### config.mk
export PLATFORM = sky130hd
export DESIGN_NAME = mult_div_unit_flat
export DESIGN_NICKNAME = d
export VERILOG_FILES = /design/src/rtl/mult_div_unit_pkg.sv /design/src/rtl/mult_div_unit_if.sv /design/src/rtl/mult_div_unit_step.sv /design/src/rtl/mult_div_unit.sv /design/src/flat_wrapper.sv
export SDC_FILE = /design/constraint.sdc
export NUM_CORES = 1
export LEC_CHECK = 0
export CAP_MARGIN = 20
export CELL_PAD_IN_SITES_DETAIL_PLACEMENT = 1
export CELL_PAD_IN_SITES_GLOBAL_PLACEMENT = 1
export CORE_MARGIN = 2
export CORE_UTILIZATION = 41
export DETAILED_ROUTE_END_ITERATION = 7
export GPL_TIMING_DRIVEN = 1
export PLACE_DENSITY_LB_ADDON = 0.1
export SLEW_MARGIN = 20
export SYNTH_ARGS = -nofsm -noshare
export SYNTH_HDL_FRONTEND = slang
export SYNTH_SLANG_ARGS = --single-unit
### constraint.sdc
create_clock -name clk -period 3.9 [get_ports clk]
set_input_delay 0.78 -clock clk [delete_from_list [all_inputs] [get_ports clk]]
set_output_delay 0.78 -clock clk [all_outputs]
set_load 0.05 [all_outputs]
### src/rtl/mult_div_unit_pkg.sv
// Shared types and constants for the MIPS16 HI/LO multiply/divide unit.
// Used by the interface, the top-level FSM and the single-iteration datapath step.
package mult_div_unit_pkg;

   // Default operand width of the core; results are twice this wide.
   localparam int MULDIV_WIDTH = 16;

   // Operation encoding as issued by the decoder.
   typedef enum logic [1:0] {
      OP_MULT  = 2'b00,
      OP_MULTU = 2'b01,
      OP_DIV   = 2'b10,
      OP_DIVU  = 2'b11
   } muldiv_op_t;

   // Sequencer states, also exported for observation.
   typedef enum logic [1:0] {
      ST_IDLE = 2'b00,
      ST_CALC = 2'b01,
      ST_FIX  = 2'b10,
      ST_DONE = 2'b11
   } muldiv_state_t;

   // Signed variants take magnitudes at capture and fix the sign afterwards.
   function automatic logic op_is_signed(input muldiv_op_t op);
      return (op == OP_MULT) || (op == OP_DIV);
   endfunction

   function automatic logic op_is_div(input muldiv_op_t op);
      return (op == OP_DIV) || (op == OP_DIVU);
   endfunction

endpackage

### src/rtl/mult_div_unit_if.sv
// Request/result bundle of the multiply/divide unit.
// Request side: start/op/opa/opb are sampled together on the edge that accepts the
// operation (state IDLE or DONE); start is ignored at every other edge, with no queueing.
// Result side: done is a one-cycle pulse, and hi/lo/result/div_by_zero are valid from
// that cycle and held until the next result load.
// Optional macro MULDIV_FLUSH_EN adds the flush input.
interface mult_div_unit_if
   import mult_div_unit_pkg::*;
#(
   parameter int WIDTH = MULDIV_WIDTH
);
   logic                 start;
   logic [1:0]           op;
   logic [WIDTH-1:0]     opa;
   logic [WIDTH-1:0]     opb;
   logic                 busy;
   logic                 done;
   logic                 div_by_zero;
   logic [WIDTH-1:0]     hi;
   logic [WIDTH-1:0]     lo;
   logic [2*WIDTH-1:0]   result;
   muldiv_state_t        state_dbg;
`ifdef MULDIV_FLUSH_EN
   logic                 flush;

   modport master (
      output start, op, opa, opb, flush,
      input  busy, done, div_by_zero, hi, lo, result, state_dbg
   );
   modport slave (
      input  start, op, opa, opb, flush,
      output busy, done, div_by_zero, hi, lo, result, state_dbg
   );
`else
   modport master (
      output start, op, opa, opb,
      input  busy, done, div_by_zero, hi, lo, result, state_dbg
   );
   modport slave (
      input  start, op, opa, opb,
      output busy, done, div_by_zero, hi, lo, result, state_dbg
   );
`endif
endinterface

### src/rtl/mult_div_unit_step.sv
// One iteration of the iterative multiply/divide datapath.
// Multiply: right-shifting shift-add over {p, a}; a holds the remaining multiplier bits.
// Divide: restoring shift-subtract; p is the partial remainder, a shifts the dividend
// out of its top and the quotient bits in at its bottom.
module mult_div_unit_step
   import mult_div_unit_pkg::*;
#(
   parameter int WIDTH = MULDIV_WIDTH
) (
   input  logic             is_div,
   input  logic [WIDTH:0]   p_in,
   input  logic [WIDTH-1:0] a_in,
   input  logic [WIDTH-1:0] b_in,
   output logic [WIDTH:0]   p_out,
   output logic [WIDTH-1:0] a_out
);
   logic [WIDTH:0]   sum;
   logic [WIDTH+1:0] shifted;
   logic [WIDTH:0]   trial;
   logic             fits;

   // Single combinational step: add-or-pass for multiply, trial-subtract for divide.
   always_comb begin
      sum     = {1'b0, p_in[WIDTH-1:0]} + (a_in[0] ? {1'b0, b_in} : '0);
      shifted = {p_in, a_in[WIDTH-1]};
      fits    = (shifted >= {2'b00, b_in});
      trial   = shifted[WIDTH:0] - {1'b0, b_in};
      if (is_div) begin
         p_out = fits ? trial : shifted[WIDTH:0];
         a_out = {a_in[WIDTH-2:0], fits};
      end else begin
         p_out = {1'b0, sum[WIDTH:1]};
         a_out = {sum[0], a_in[WIDTH-1:1]};
      end
   end
endmodule

### src/rtl/mult_div_unit.sv
// Iterative HI/LO multiply/divide unit, one result bit per cycle.
// Sequence: IDLE -> CALC (WIDTH cycles) -> FIX (sign fix + load) -> DONE -> IDLE,
// with DONE able to accept a new start directly.
// Optional macro MULDIV_FLUSH_EN adds a flush input that abandons CALC/FIX.
module mult_div_unit
   import mult_div_unit_pkg::*;
#(
   parameter int WIDTH = MULDIV_WIDTH
) (
   input logic             clk,
   input logic             rst_n,
   mult_div_unit_if.slave  bus
);
   localparam int CW = (WIDTH > 1) ? $clog2(WIDTH) : 1;

   muldiv_state_t     state_q, state_d;
   logic [CW-1:0]     cnt_q, cnt_d;
   logic [WIDTH-1:0]  a_q, a_d;
   logic [WIDTH-1:0]  b_q, b_d;
   logic [WIDTH:0]    p_q, p_d;
   logic              is_div_q, is_div_d;
   logic              neg_prod_q, neg_prod_d;
   logic              neg_rem_q, neg_rem_d;
   logic              dbz_op_q, dbz_op_d;
   logic [WIDTH-1:0]  opa_raw_q, opa_raw_d;
   logic              busy_q, busy_d;
   logic              done_q, done_d;
   logic              dbz_q, dbz_d;
   logic [WIDTH-1:0]  hi_q, hi_d;
   logic [WIDTH-1:0]  lo_q, lo_d;

   muldiv_op_t        op_in;
   logic              flush_in;
   logic              accept;
   logic              sa, sb;
   logic [WIDTH-1:0]  opa_mag, opb_mag;
   logic [WIDTH:0]    step_p;
   logic [WIDTH-1:0]  step_a;
   logic [2*WIDTH-1:0] prod_mag, prod_fix;
   logic [WIDTH-1:0]  quo_fix, rem_fix;

`ifdef MULDIV_FLUSH_EN
   assign flush_in = bus.flush;
`else
   assign flush_in = 1'b0;
`endif

   assign op_in = muldiv_op_t'(bus.op);

   mult_div_unit_step #(.WIDTH(WIDTH)) u_muldiv_step (
      .is_div (is_div_q),
      .p_in   (p_q),
      .a_in   (a_q),
      .b_in   (b_q),
      .p_out  (step_p),
      .a_out  (step_a)
   );

   // Operand magnitudes at capture and sign-corrected results for the FIX load.
   always_comb begin
      sa       = op_is_signed(op_in) & bus.opa[WIDTH-1];
      sb       = op_is_signed(op_in) & bus.opb[WIDTH-1];
      opa_mag  = sa ? -bus.opa : bus.opa;
      opb_mag  = sb ? -bus.opb : bus.opb;
      prod_mag = {p_q[WIDTH-1:0], a_q};
      prod_fix = neg_prod_q ? -prod_mag : prod_mag;
      quo_fix  = neg_prod_q ? -a_q : a_q;
      rem_fix  = neg_rem_q ? -p_q[WIDTH-1:0] : p_q[WIDTH-1:0];
   end

   // Next-state, datapath and registered-output logic of the sequencer.
   always_comb begin
      state_d    = state_q;
      cnt_d      = cnt_q;
      a_d        = a_q;
      b_d        = b_q;
      p_d        = p_q;
      is_div_d   = is_div_q;
      neg_prod_d = neg_prod_q;
      neg_rem_d  = neg_rem_q;
      dbz_op_d   = dbz_op_q;
      opa_raw_d  = opa_raw_q;
      busy_d     = busy_q;
      done_d     = 1'b0;
      dbz_d      = dbz_q;
      hi_d       = hi_q;
      lo_d       = lo_q;
      accept     = 1'b0;

      case (state_q)
         ST_IDLE: accept = bus.start;
         ST_CALC: begin
            a_d = step_a;
            p_d = step_p;
            if (cnt_q == '0) state_d = ST_FIX;
            else             cnt_d   = cnt_q - 1'b1;
         end
         ST_FIX: begin
            if (dbz_op_q) begin
               hi_d = opa_raw_q;
               lo_d = '1;
            end else if (is_div_q) begin
               hi_d = rem_fix;
               lo_d = quo_fix;
            end else begin
               hi_d = prod_fix[2*WIDTH-1:WIDTH];
               lo_d = prod_fix[WIDTH-1:0];
            end
            dbz_d   = dbz_op_q;
            done_d  = 1'b1;
            busy_d  = 1'b0;
            state_d = ST_DONE;
         end
         default: begin
            state_d = ST_IDLE;
            // A flush in DONE has no effect of its own but drops a coincident start.
            accept  = bus.start & ~flush_in;
         end
      endcase

      // Abandoning an operation leaves the previous result and flag untouched.
      if (flush_in && (state_q == ST_CALC || state_q == ST_FIX)) begin
         state_d = ST_IDLE;
         busy_d  = 1'b0;
         done_d  = 1'b0;
         hi_d    = hi_q;
         lo_d    = lo_q;
         dbz_d   = dbz_q;
      end

      if (accept) begin
         state_d    = ST_CALC;
         cnt_d      = CW'(WIDTH - 1);
         busy_d     = 1'b1;
         dbz_d      = 1'b0;
         a_d        = opa_mag;
         b_d        = opb_mag;
         p_d        = '0;
         is_div_d   = op_is_div(op_in);
         neg_prod_d = sa ^ sb;
         neg_rem_d  = sa;
         dbz_op_d   = op_is_div(op_in) && (bus.opb == '0);
         opa_raw_d  = bus.opa;
      end
   end

   // State and result registers with synchronous active-low reset.
   always_ff @(posedge clk) begin
      if (!rst_n) begin
         state_q    <= ST_IDLE;
         cnt_q      <= '0;
         a_q        <= '0;
         b_q        <= '0;
         p_q        <= '0;
         is_div_q   <= 1'b0;
         neg_prod_q <= 1'b0;
         neg_rem_q  <= 1'b0;
         dbz_op_q   <= 1'b0;
         opa_raw_q  <= '0;
         busy_q     <= 1'b0;
         done_q     <= 1'b0;
         dbz_q      <= 1'b0;
         hi_q       <= '0;
         lo_q       <= '0;
      end else begin
         state_q    <= state_d;
         cnt_q      <= cnt_d;
         a_q        <= a_d;
         b_q        <= b_d;
         p_q        <= p_d;
         is_div_q   <= is_div_d;
         neg_prod_q <= neg_prod_d;
         neg_rem_q  <= neg_rem_d;
         dbz_op_q   <= dbz_op_d;
         opa_raw_q  <= opa_raw_d;
         busy_q     <= busy_d;
         done_q     <= done_d;
         dbz_q      <= dbz_d;
         hi_q       <= hi_d;
         lo_q       <= lo_d;
      end
   end

   assign bus.busy        = busy_q;
   assign bus.done        = done_q;
   assign bus.div_by_zero = dbz_q;
   assign bus.hi          = hi_q;
   assign bus.lo          = lo_q;
   assign bus.result      = {hi_q, lo_q};
   assign bus.state_dbg   = state_q;
endmodule

### src/flat_wrapper.sv
// flat-port wrapper written by rule: the top's interface ports become plain ports
module mult_div_unit_flat import mult_div_unit_pkg::*;
#(
   parameter int WIDTH = MULDIV_WIDTH
)
  (clk, rst_n, bus_start, bus_op, bus_opa, bus_opb, bus_busy, bus_done, bus_div_by_zero, bus_hi, bus_lo, bus_result, bus_state_dbg);
  mult_div_unit_if #(.WIDTH(WIDTH)) bus_i ();
  input logic clk;
  input logic rst_n;
  input wire logic [$bits(bus_i.start)-1:0] bus_start;
  input wire logic [$bits(bus_i.op)-1:0] bus_op;
  input wire logic [$bits(bus_i.opa)-1:0] bus_opa;
  input wire logic [$bits(bus_i.opb)-1:0] bus_opb;
  output wire logic [$bits(bus_i.busy)-1:0] bus_busy;
  output wire logic [$bits(bus_i.done)-1:0] bus_done;
  output wire logic [$bits(bus_i.div_by_zero)-1:0] bus_div_by_zero;
  output wire logic [$bits(bus_i.hi)-1:0] bus_hi;
  output wire logic [$bits(bus_i.lo)-1:0] bus_lo;
  output wire logic [$bits(bus_i.result)-1:0] bus_result;
  output wire logic [$bits(bus_i.state_dbg)-1:0] bus_state_dbg;
  assign bus_i.start = bus_start;
  assign bus_i.op = bus_op;
  assign bus_i.opa = bus_opa;
  assign bus_i.opb = bus_opb;
  assign bus_busy = bus_i.busy;
  assign bus_done = bus_i.done;
  assign bus_div_by_zero = bus_i.div_by_zero;
  assign bus_hi = bus_i.hi;
  assign bus_lo = bus_i.lo;
  assign bus_result = bus_i.result;
  assign bus_state_dbg = bus_i.state_dbg;
  mult_div_unit #(.WIDTH(WIDTH)) u_core (.clk(clk), .rst_n(rst_n), .bus(bus_i));
endmodule
==> out/qor.txt, run 1 <==
layout net count: 1184
Skew-Pair Late Insertion Delay: 0.37 ns
period utilization: 89.0%
# setup viols final: 0
yosys warns: 0
initial DRC count: 616
Vias: 7982
async set-reset flop share out of synthesis: 0%
Max VDD drop: 237 uV
clk sinks: 110
RSZ-0062 raised after global routing: no
ys flop type: dfxtp_1
routed len/inst: 19.6 um
post-synthesis sequential area ratio: 27.6%
post-layout util: 49.5%
Layout area overhead: 17.3%
drc violations: 0
ratio of cells with drive above 1 in the final layout: 4.86%
Total GRT Usage: 26.5%
Detailed Routing Iterations Pass 1: 5
most frequent cells in the layout: a21oi_1, nor2_1, dfxtp_1
Fin Clk Skew: 0.0117 ns
CP Launch Type: flop
share of the synthesized area in the top cell type: 27.6%
Max Clk Rate: 0.288 GHz
buffer count from post-CTS setup fixing: 0
worst-path fanout max: 14
Setup TNS Final: 0 ns
commonest non-fill, non-tap cell in the layout: a21oi_1
Leakage: 0.00339 uW
worst setup path endpoint: u_core.p_q[3]$_SDFFE_PP0P_
Mapped Cells: 1064
Num CTS Buffers: 9
hold buffer count at CTS: 0
CP Class: reg2reg
Netlist cell types: 76
RR Endpoint: u_core.p_q[3]$_SDFFE_PP0P_
Slew Limit Fails: 0
PortBufs: 105
num rows: 50
GP Congestion: 0.905
Worst R2R Setup Slack: 0.43 ns
R2R Path Start: u_core.p_q[2]$_SDFFE_PP0P_
FF+latch count, synth: 110
Worst Max-Slew Pin Slew: 0.849 ns
largest net degree at the start of global routing: 77
detailed-placement wirelength estimate: 20.7 mm
Syn Area/Cell: 7.49 um^2
cell taking the most area after synthesis: dfxtp_1
Syn Nets: 1143
crit path from: u_core.p_q[2]$_SDFFE_PP0P_
min cycle time layout: 3.47 ns
CTS tree: done
H-tree depth: 3
PostCTS Resize Cnt: 0
initial core utilization: 42.2%
max-cap violations: 0
vias in the first global route: 7637
outcome: complete, no violations
diode count: 0
ANT nets after route: 0
power density over cell area: 503 mW/mm^2
HP Class: reg2reg
Die H: 143 um
worst path required time: 4.15 ns
core area: 0.0189 mm^2
final hold violations: 0
first-pass GRT wire length: 42.5 mm
R2R depth: 10
normalized max-slew margin: 42.9%
grt ovf: 0
synth top area cells: dfxtp_1, a21oi_1, ha_1, nor2_1, nand2_1
Cell Area, Synth: 0.00797 mm^2
final WL: 26.8 mm
Worst EP arrival: 3.72 ns
Root Driver: clkbuf_16
die area: 0.0206 mm^2
Post-synth EDFFs: 0
register clock-pin slew on the reported worst setup and hold paths: 0.08 ns
# IOs: 106
die width: 143 um
CTS Buffer Depth: 2
Setup crit end kind: flop
drt via density: 5.83
initial antenna violation count: 0
## flip-flops by register name, summed over array words and instances, names as in the netlist
signal                  count
u_core.bus.state_dbg        2
u_core.bus.lo              16
u_core.bus.done             1
u_core.p_q                 17
u_core.bus.hi              16
u_core.bus.div_by_zero      1
u_core.neg_rem_q            1
u_core.a_q                 16
u_core.dbz_op_q             1
u_core.is_div_q             1
u_core.b_q                 16
u_core.cnt_q                4
u_core.bus.busy             1
u_core.neg_prod_q           1
u_core.opa_raw_q           16
## metal layers
| metal | part of all wire (%) | routed length (um) | track usage, % | vias up |
|---|---|---|---|---|
| li1 | - | - | - | 3850 |
| met1 | 48 | 12900 | 38.5 | 3899 |
| met2 | 45 | 12200 | 41.8 | 207 |
| met3 | 5.1 | 1370 | 3.40 | 26 |
| met4 | 1.3 | 344 | 5.93 | 0 |
| met5 | 0 | 0 | 0 | - |
## through the flow
stage | hold WS [ns] | total power [uW] | setup WS [ns] | std cells | cell area (um^2)
2_1_floorplan | 0.427 | 3030 | 0.964 | 1064 | 7970
3_3_place_gp | 0.439 | 3690 | 0.667 | 1354 | 9030
3_5_place_dp | 0.451 | 3720 | 0.592 | 1354 | 9030
4_1_cts | 0.462 | 4710 | 0.571 | 1370 | 9340
5_1_grt | 0.476 | 5010 | 0.349 | 1370 | 9340
6_report | 0.458 | 4700 | 0.430 | 1370 | 9340
## critical path, cell delays in order (launching register included)
cell and delay (ns):
dfxtp_1 0.43, ha_1 0.46, and4_1 0.23, a31oi_1 0.09, a2111oi_0 0.67, buf_4 0.25, or3_1 0.36, buf_4 0.29
mux2_2 0.36, a21oi_1 0.14, nor2_1 0.06
## worst min path at each step
stage / to / slack, ns / cells past startpoint / start
floorplan: u_core.p_q[16]$_SDFFE_PP0P_ / 0.43 / 2 / u_core.p_q[16]$_SDFFE_PP0P_
global placement: u_core.opa_raw_q[12]$_SDFFE_PN0P_ / 0.44 / 2 / u_core.opa_raw_q[12]$_SDFFE_PN0P_
detailed placement: u_core.b_q[14]$_SDFFE_PN0P_ / 0.45 / 2 / u_core.b_q[14]$_SDFFE_PN0P_
CTS: u_core.b_q[14]$_SDFFE_PN0P_ / 0.46 / 2 / u_core.b_q[14]$_SDFFE_PN0P_
global route: u_core.opa_raw_q[13]$_SDFFE_PN0P_ / 0.48 / 2 / u_core.opa_raw_q[13]$_SDFFE_PN0P_
finish: u_core.b_q[14]$_SDFFE_PN0P_ / 0.46 / 2 / u_core.b_q[14]$_SDFFE_PN0P_
## where the power goes
| group | internal [uW] | switching (uW) | leakage [uW] |
|---|---|---|---|
| registers | 1270 | 186 | 0.000899 |
| clock network | 468 | 516 | 0.000153 |
| logic | 821 | 1440 | 0.00234 |
| total | 2560 | 2140 | 0.00339 |
## Yosys cell counts, types with 11 or more instances
library cell / number
a211oi_1: 31
a21oi_1: 116
a311oi_1: 11
a31oi_1: 20
buf_4: 33
clkbuf_1: 50
dfxtp_1: 110
ha_1: 40
inv_1: 45
mux2i_1: 21
nand2_1: 106
nand3_1: 11
nor2_1: 113
nor2b_1: 14
nor3_1: 22
nor4_1: 14
o211ai_1: 11
o21ai_0: 60
or3_1: 14
xnor2_1: 43
xor2_1: 32
## cell type report
type                            instances  area (um^2)
Fill cell                            2377         9550
Clock inverter                          7         88.8
Tap cell                              260          325
Sequential cell                       110         2200
Timing Repair Buffer                  128         1240
Multi-Input combinational cell        810         5090
Clock buffer                            9          225
Inverter                               46          173
## logic make-up after synthesis
logic type      after synthesis  synth area share, %
compound gates              331                 26.1
xor+xnor                     75                 8.25
fa+ha+maj                    42                 6.79
buf+inv                     144                 8.53
flops                       110                 27.6
mux                          23                 2.92
simple gates                339                 19.8
(Power assumes the default switching activity.)
==> run 2: changes to the inputs <==
--- a/config.mk
+++ b/config.mk
@@ -12,7 +12,7 @@
 export CORE_UTILIZATION = 41
 export DETAILED_ROUTE_END_ITERATION = 7
 export GPL_TIMING_DRIVEN = 1
-export PLACE_DENSITY_LB_ADDON = 0.1
+export PLACE_DENSITY = 0.86
 export SLEW_MARGIN = 20
 export SYNTH_ARGS = -nofsm -noshare
 export SYNTH_HDL_FRONTEND = slang
==> run 2 against run 1 <==
Effect of this change:
- global-route usage rose by 0.44 points
- clock skew grew 0.0044 ns
- critical path depth rose by 2
- die area unchanged
- final area fell by 0.74%
- worst setup slack improved by 0.15 ns
- largest power group unchanged
- wire length increased by 1.8%
- sequential share of layout area is 0.17 points higher
- clock power decreased by 7.4%
- critical endpoint is now u_core.p_q[14]$_SDFFE_PP0P_
- flip-flop and latch count stayed put
- register-to-register slack improved by 0.15 ns
==> out/qor.txt, run 2 (synthesis results as in run 1) <==
worst path required time: 4.13 ns
CP max stage delay: 0.63 ns
post-route design area: 0.00928 mm^2
# setup viols final: 0
CP Launch Type: flop
R2R depth: 12
die area: 0.0206 mm^2
buffer count from post-CTS setup fixing: 0
final WL: 27.3 mm
Die H: 143 um
grt ovf: 0
Area after DPL: 0.00899 mm^2
core area: 0.0189 mm^2
diode count: 0
H-tree depth: 3
R2R Path Start: u_core.b_q[0]$_SDFFE_PN0P_
Max Clk Rate: 0.301 GHz
family with the most delay on the worst path: compound AO/OA/AOI/OAI gates
initial core utilization: 42.2%
FILL cells: 2335
vias in the first global route: 8039
Setup crit end kind: flop
most frequent cells in the layout: a21oi_1, nor2_1, dfxtp_1
CP Depth: 12
Total GRT Usage: 26.9%
initial antenna violation count: 0
die width: 143 um
post-layout util: 49.1%
# IOs: 106
routed len/inst: 20.0 um
largest net degree at the start of global routing: 69
drc violations: 0
ratio of cells with drive above 1 in the final layout: 4.43%
register clock-pin slew on the reported worst setup and hold paths: 0.09 ns
normalized max-slew margin: 36.5%
Crit path buffers/inverters: 3
Layout area overhead: 16.4%
min cycle time layout: 3.32 ns
layout net count: 1181
worst-path fanout max: 17
clk sinks: 110
period utilization: 85.2%
Leakage: 0.00335 uW
commonest non-fill, non-tap cell in the layout: a21oi_1
CP Class: reg2reg
outcome: complete, no violations
hold path startpoint: u_core.b_q[14]$_SDFFE_PN0P_
detailed-placement wirelength estimate: 20.8 mm
Vias: 8072
final hold violations: 0
HP Class: reg2reg
Detailed Routing Iterations Pass 1: 5
first-pass GRT wire length: 43.4 mm
Skew-Pair Late Insertion Delay: 0.37 ns
RSZ-0062 raised after global routing: no
hold path depth: 2
max reg flops: 17
Slew Limit Fails: 0
initial DRC count: 550
hold buffer count at CTS: 0
Root Driver: clkbuf_16
Worst R2R Setup Slack: 0.58 ns
Reg with most FFs: u_core.p_q
power density over cell area: 500 mW/mm^2
Setup TNS Final: 0 ns
critical path's slowest cell: or3_1
Max VDD drop: 254 uV
Cell Chain, Critical Path: ha_1 -> inv_1 -> fa_1 -> a21o_1 -> a22oi_1 -> a2111oi_0 -> buf_4 -> or3_1 -> buf_4 -> o21ai_0 -> a21oi_1 -> a2111oi_0
Hold Path End: u_core.b_q[14]$_SDFFE_PN0P_
CTS Buffer Depth: 2
ANT nets after route: 0
RR Endpoint: u_core.p_q[14]$_SDFFE_PP0P_
CTS tree: done
GP Congestion: 0.945
drt via density: 5.90
Worst EP arrival: 3.55 ns
num rows: 50
placed cells: 1351
Worst Max-Slew Pin Slew: 0.951 ns
Num CTS Buffers: 9
PortBufs: 105
Fin Clk Skew: 0.0161 ns
Layout Cells excl Fill: 1367
PostCTS Resize Cnt: 0
max-cap violations: 0
[run 2: worst max-delay path by stage]
stage	from	endpoint	slack, ns
2_1_floorplan	u_core.a_q[15]$_SDFFE_PN0P_	u_core.p_q[5]$_SDFFE_PP0P_	0.96
3_3_place_gp	u_core.a_q[15]$_SDFFE_PN0P_	u_core.p_q[14]$_SDFFE_PP0P_	0.79
3_5_place_dp	u_core.b_q[0]$_SDFFE_PN0P_	u_core.p_q[14]$_SDFFE_PP0P_	0.67
4_1_cts	u_core.b_q[0]$_SDFFE_PN0P_	u_core.p_q[14]$_SDFFE_PP0P_	0.61
5_1_grt	u_core.b_q[0]$_SDFFE_PN0P_	u_core.p_q[14]$_SDFFE_PP0P_	0.23
6_report	u_core.b_q[0]$_SDFFE_PN0P_	u_core.p_q[14]$_SDFFE_PP0P_	0.58
[run 2: metrics by stage]
step	hold slack (ns)	power (uW)	setup WS, ns
floorplan	0.427	3030	0.964
global placement	0.438	3630	0.789
detailed placement	0.446	3690	0.671
CTS	0.459	4610	0.610
global route	0.480	4910	0.227
finish	0.456	4630	0.578
[run 2: worst reg2reg max path, cell delays in order, from the launching register on]
cell and delay, ns:
dfxtp_1 0.36, ha_1 0.19, inv_1 0.06, fa_1 0.41, a21o_1 0.26, a22oi_1 0.21
a2111oi_0 0.13, buf_4 0.16, or3_1 0.63, buf_4 0.29, o21ai_0 0.15, a21oi_1 0.06
a2111oi_0 0.30
[run 2: cell type report]
class	count	area, um^2	share of cell area, %
clock inverter	6	53.8	0.580
inverter	46	173	1.86
tap	260	325	3.51
timing repair buffer	125	1200	13.0
multi-input combinational	810	5090	54.9
sequential	110	2200	23.7
clock buffer	10	229	2.47
[run 2: power breakdown]
group / switching, uW / internal, uW
registers: 203 / 1270
logic: 1440 / 808
clock network: 466 / 446
total: 2110 / 2530
[run 2: metal layers]
layer	part of all wire, %	GRT usage, %	wire (um)	up-vias
li1	-	-	-	3855
met1	46	36.3	12400	3941
met2	45	41.5	12200	233
met3	7.5	7.73	2040	43
met4	2.1	8.41	584	0
met5	0	0	0	-
==> run 3: changes to the inputs <==
--- a/config.mk
+++ b/config.mk
@@ -9,10 +9,10 @@
 export CELL_PAD_IN_SITES_DETAIL_PLACEMENT = 1
 export CELL_PAD_IN_SITES_GLOBAL_PLACEMENT = 1
 export CORE_MARGIN = 2
-export CORE_UTILIZATION = 41
+export CORE_UTILIZATION = 44
 export DETAILED_ROUTE_END_ITERATION = 7
-export GPL_TIMING_DRIVEN = 1
-export PLACE_DENSITY = 0.86
+export GPL_TIMING_DRIVEN = 0
+export PLACE_DENSITY = 0.91
 export SLEW_MARGIN = 20
 export SYNTH_ARGS = -nofsm -noshare
 export SYNTH_HDL_FRONTEND = slang
==> constraint.sdc (replaced) <==
create_clock -name clk -period 3.88 [get_ports clk]
set_input_delay 0.776 -clock clk [delete_from_list [all_inputs] [get_ports clk]]
set_output_delay 0.776 -clock clk [all_outputs]
set_load 0.05 [all_outputs]
==> run 3 against run 2 <==
Effect of this change:
- wire length increased by 10%
- clock skew decreased by 0.0055 ns
- flip-flop and latch count is the same
- worst setup slack worse by 0.23 ns
- sequential power about the same
- critical path depth increased by 1
- final area grew 3.6%
- non-clock buffer count is 77 higher
- core utilization grew 4.8 points
- global-route usage rose by 4.2 points
- largest power group unchanged
==> out/qor.txt, run 3 (synthesis results as in run 1) <==
outcome: complete, no violations
power density over cell area: 508 mW/mm^2
Vias: 8603
Max VDD drop: 246 uV
buffer count from post-CTS setup fixing: 0
drc violations: 0
# IOs: 106
initial DRC count: 813
period utilization: 91.0%
clk sinks: 110
Detailed Routing Iterations Pass 1: 6
crit path from: u_core.a_q[15]$_SDFFE_PN0P_
commonest non-fill, non-tap cell in the layout: a21oi_1
pre-CTS setup slack: 0.115 ns
hold buffer count at CTS: 0
Total GRT Usage: 31.1%
first-pass GRT wire length: 47.7 mm
Slew Limit Fails: 0
core area: 0.0178 mm^2
ratio of cells with drive above 1 in the final layout: 5.83%
worst setup path endpoint: u_core.p_q[9]$_SDFFE_PP0P_
H-tree depth: 3
RSZ-0062 raised after global routing: no
Worst EP arrival: 3.80 ns
Fin Clk Skew: 0.0106 ns
CP max stage delay: 0.65 ns
ANT nets after route: 0
final WL: 30.2 mm
Reg with most FFs: u_core.p_q
HP Class: reg2reg
critical path's slowest cell: dfxtp_1
detailed-placement wirelength estimate: 23.1 mm
CTS tree: done
Max Clk Rate: 0.283 GHz
die width: 139 um
Layout Cells excl Fill: 1413
routed len/inst: 21.4 um
final worst slack: 0.350 ns
FILL cells: 2243
Worst Max-Slew Pin Slew: 0.984 ns
normalized max-slew margin: 34.2%
vias in the first global route: 8732
# setup viols final: 0
CP Launch Type: flop
Num CTS Buffers: 9
GP Congestion: 0.982
max reg flops: 17
diode count: 0
CTS Buffer Depth: 2
hold_ws: 0.456 ns
final hold violations: 0
PortBufs: 104
CP Class: reg2reg
die area: 0.0192 mm^2
R2R Path Start: u_core.a_q[15]$_SDFFE_PN0P_
layout net count: 1258
Layout area overhead: 20.7%
Cell Chain, Critical Path: inv_1 -> ha_1 -> inv_1 -> fa_1 -> a21o_1 -> a22oi_1 -> a2111oi_2 -> buf_1 -> or3_1 -> buf_2 -> buf_2 -> o221ai_1 -> a311oi_1
num rows: 49
min cycle time layout: 3.53 ns
Die H: 139 um
max-cap violations: 0
Worst R2R Setup Slack: 0.35 ns
largest net degree at the start of global routing: 19
worst-path fanout max: 10
initial antenna violation count: 0
Skew-Pair Late Insertion Delay: 0.37 ns
Area after DPL: 0.00930 mm^2
initial core utilization: 44.6%
Root Driver: clkbuf_16
most frequent cells in the layout: a21oi_1, nor2_1, dfxtp_1
post-route design area: 0.00961 mm^2
Leakage: 0.00354 uW
R2R depth: 13
register clock-pin slew on the reported worst setup and hold paths: 0.08 ns
RR Endpoint: u_core.p_q[9]$_SDFFE_PP0P_
Setup crit end kind: flop
drt via density: 6.09
worst path required time: 4.15 ns
grt ovf: 0
placed cells: 1398
## run 3: changes by cell type in the layout (fill, tap and decap cells not counted), moves of 6 or more
cell / change
buf_2: +6
buf_4: +13
buf_1: +9
clkbuf_1: +49
## run 3: what timing repair did
item	CTS	global route
resized for setup	1	1
cloned	0	0
endpoints found under the setup margin	3	16
pin swaps	0	0
## run 3: worst max-delay path: cells and delay by family, from the launching register on
kind	cells	cell delay [ns]
simple gates	1	0.12
fa+ha+maj	2	0.45
flops	1	0.65
compound gates	5	1.32
buf+inv	5	0.87
## run 3: how the worst min path moves through the flow
stage	end	from	slack (ns)	cells past startpoint
global route	u_core.opa_raw_q[14]$_SDFFE_PN0P_	u_core.opa_raw_q[14]$_SDFFE_PN0P_	0.47	2
CTS	u_core.opa_raw_q[12]$_SDFFE_PN0P_	u_core.opa_raw_q[12]$_SDFFE_PN0P_	0.46	2
floorplan	u_core.p_q[16]$_SDFFE_PP0P_	u_core.p_q[16]$_SDFFE_PP0P_	0.43	2
finish	u_core.opa_raw_q[12]$_SDFFE_PN0P_	u_core.opa_raw_q[12]$_SDFFE_PN0P_	0.46	2
global placement	u_core.opa_raw_q[12]$_SDFFE_PN0P_	u_core.opa_raw_q[12]$_SDFFE_PN0P_	0.44	2
detailed placement	u_core.opa_raw_q[12]$_SDFFE_PN0P_	u_core.opa_raw_q[12]$_SDFFE_PN0P_	0.45	2
## run 3: layout make-up
cell class,count,area (um^2),share of cell area (%)
Sequential cell,110,2200,22.9
Multi-Input combinational cell,810,5090,53.0
Buffer,97,503,5.23
Timing Repair Buffer,105,1040,10.9
Clock inverter,5,63.8,0.664
Tap cell,229,287,2.98
Inverter,46,173,1.80
Clock buffer,11,243,2.53
## run 3: metal layers
metal  share of wire, %  track usage (%)
met4                2.8             9.08
met5                  0                0
met1                 43             41.4
met2                 47             52.0
met3                7.4             5.11
## run 3: through the flow
stage               power (uW)  util [%]  setup TNS [ns]
CTS                       4820      53.8               0
finish                    4880      53.9               0
floorplan                 3040         -               0
global placement          3710      52.1         -0.0190
detailed placement        3800      52.1               0
global route              5120      53.9               0
## run 3: where the power goes
group          internal (uW)  total [uW]  switching (uW)  leakage [uW]
logic                    836        2410            1570       0.00249
clock network            526        1010             482      0.000147
registers               1280        1470             187      0.000899
total                   2640        4880            2240       0.00354
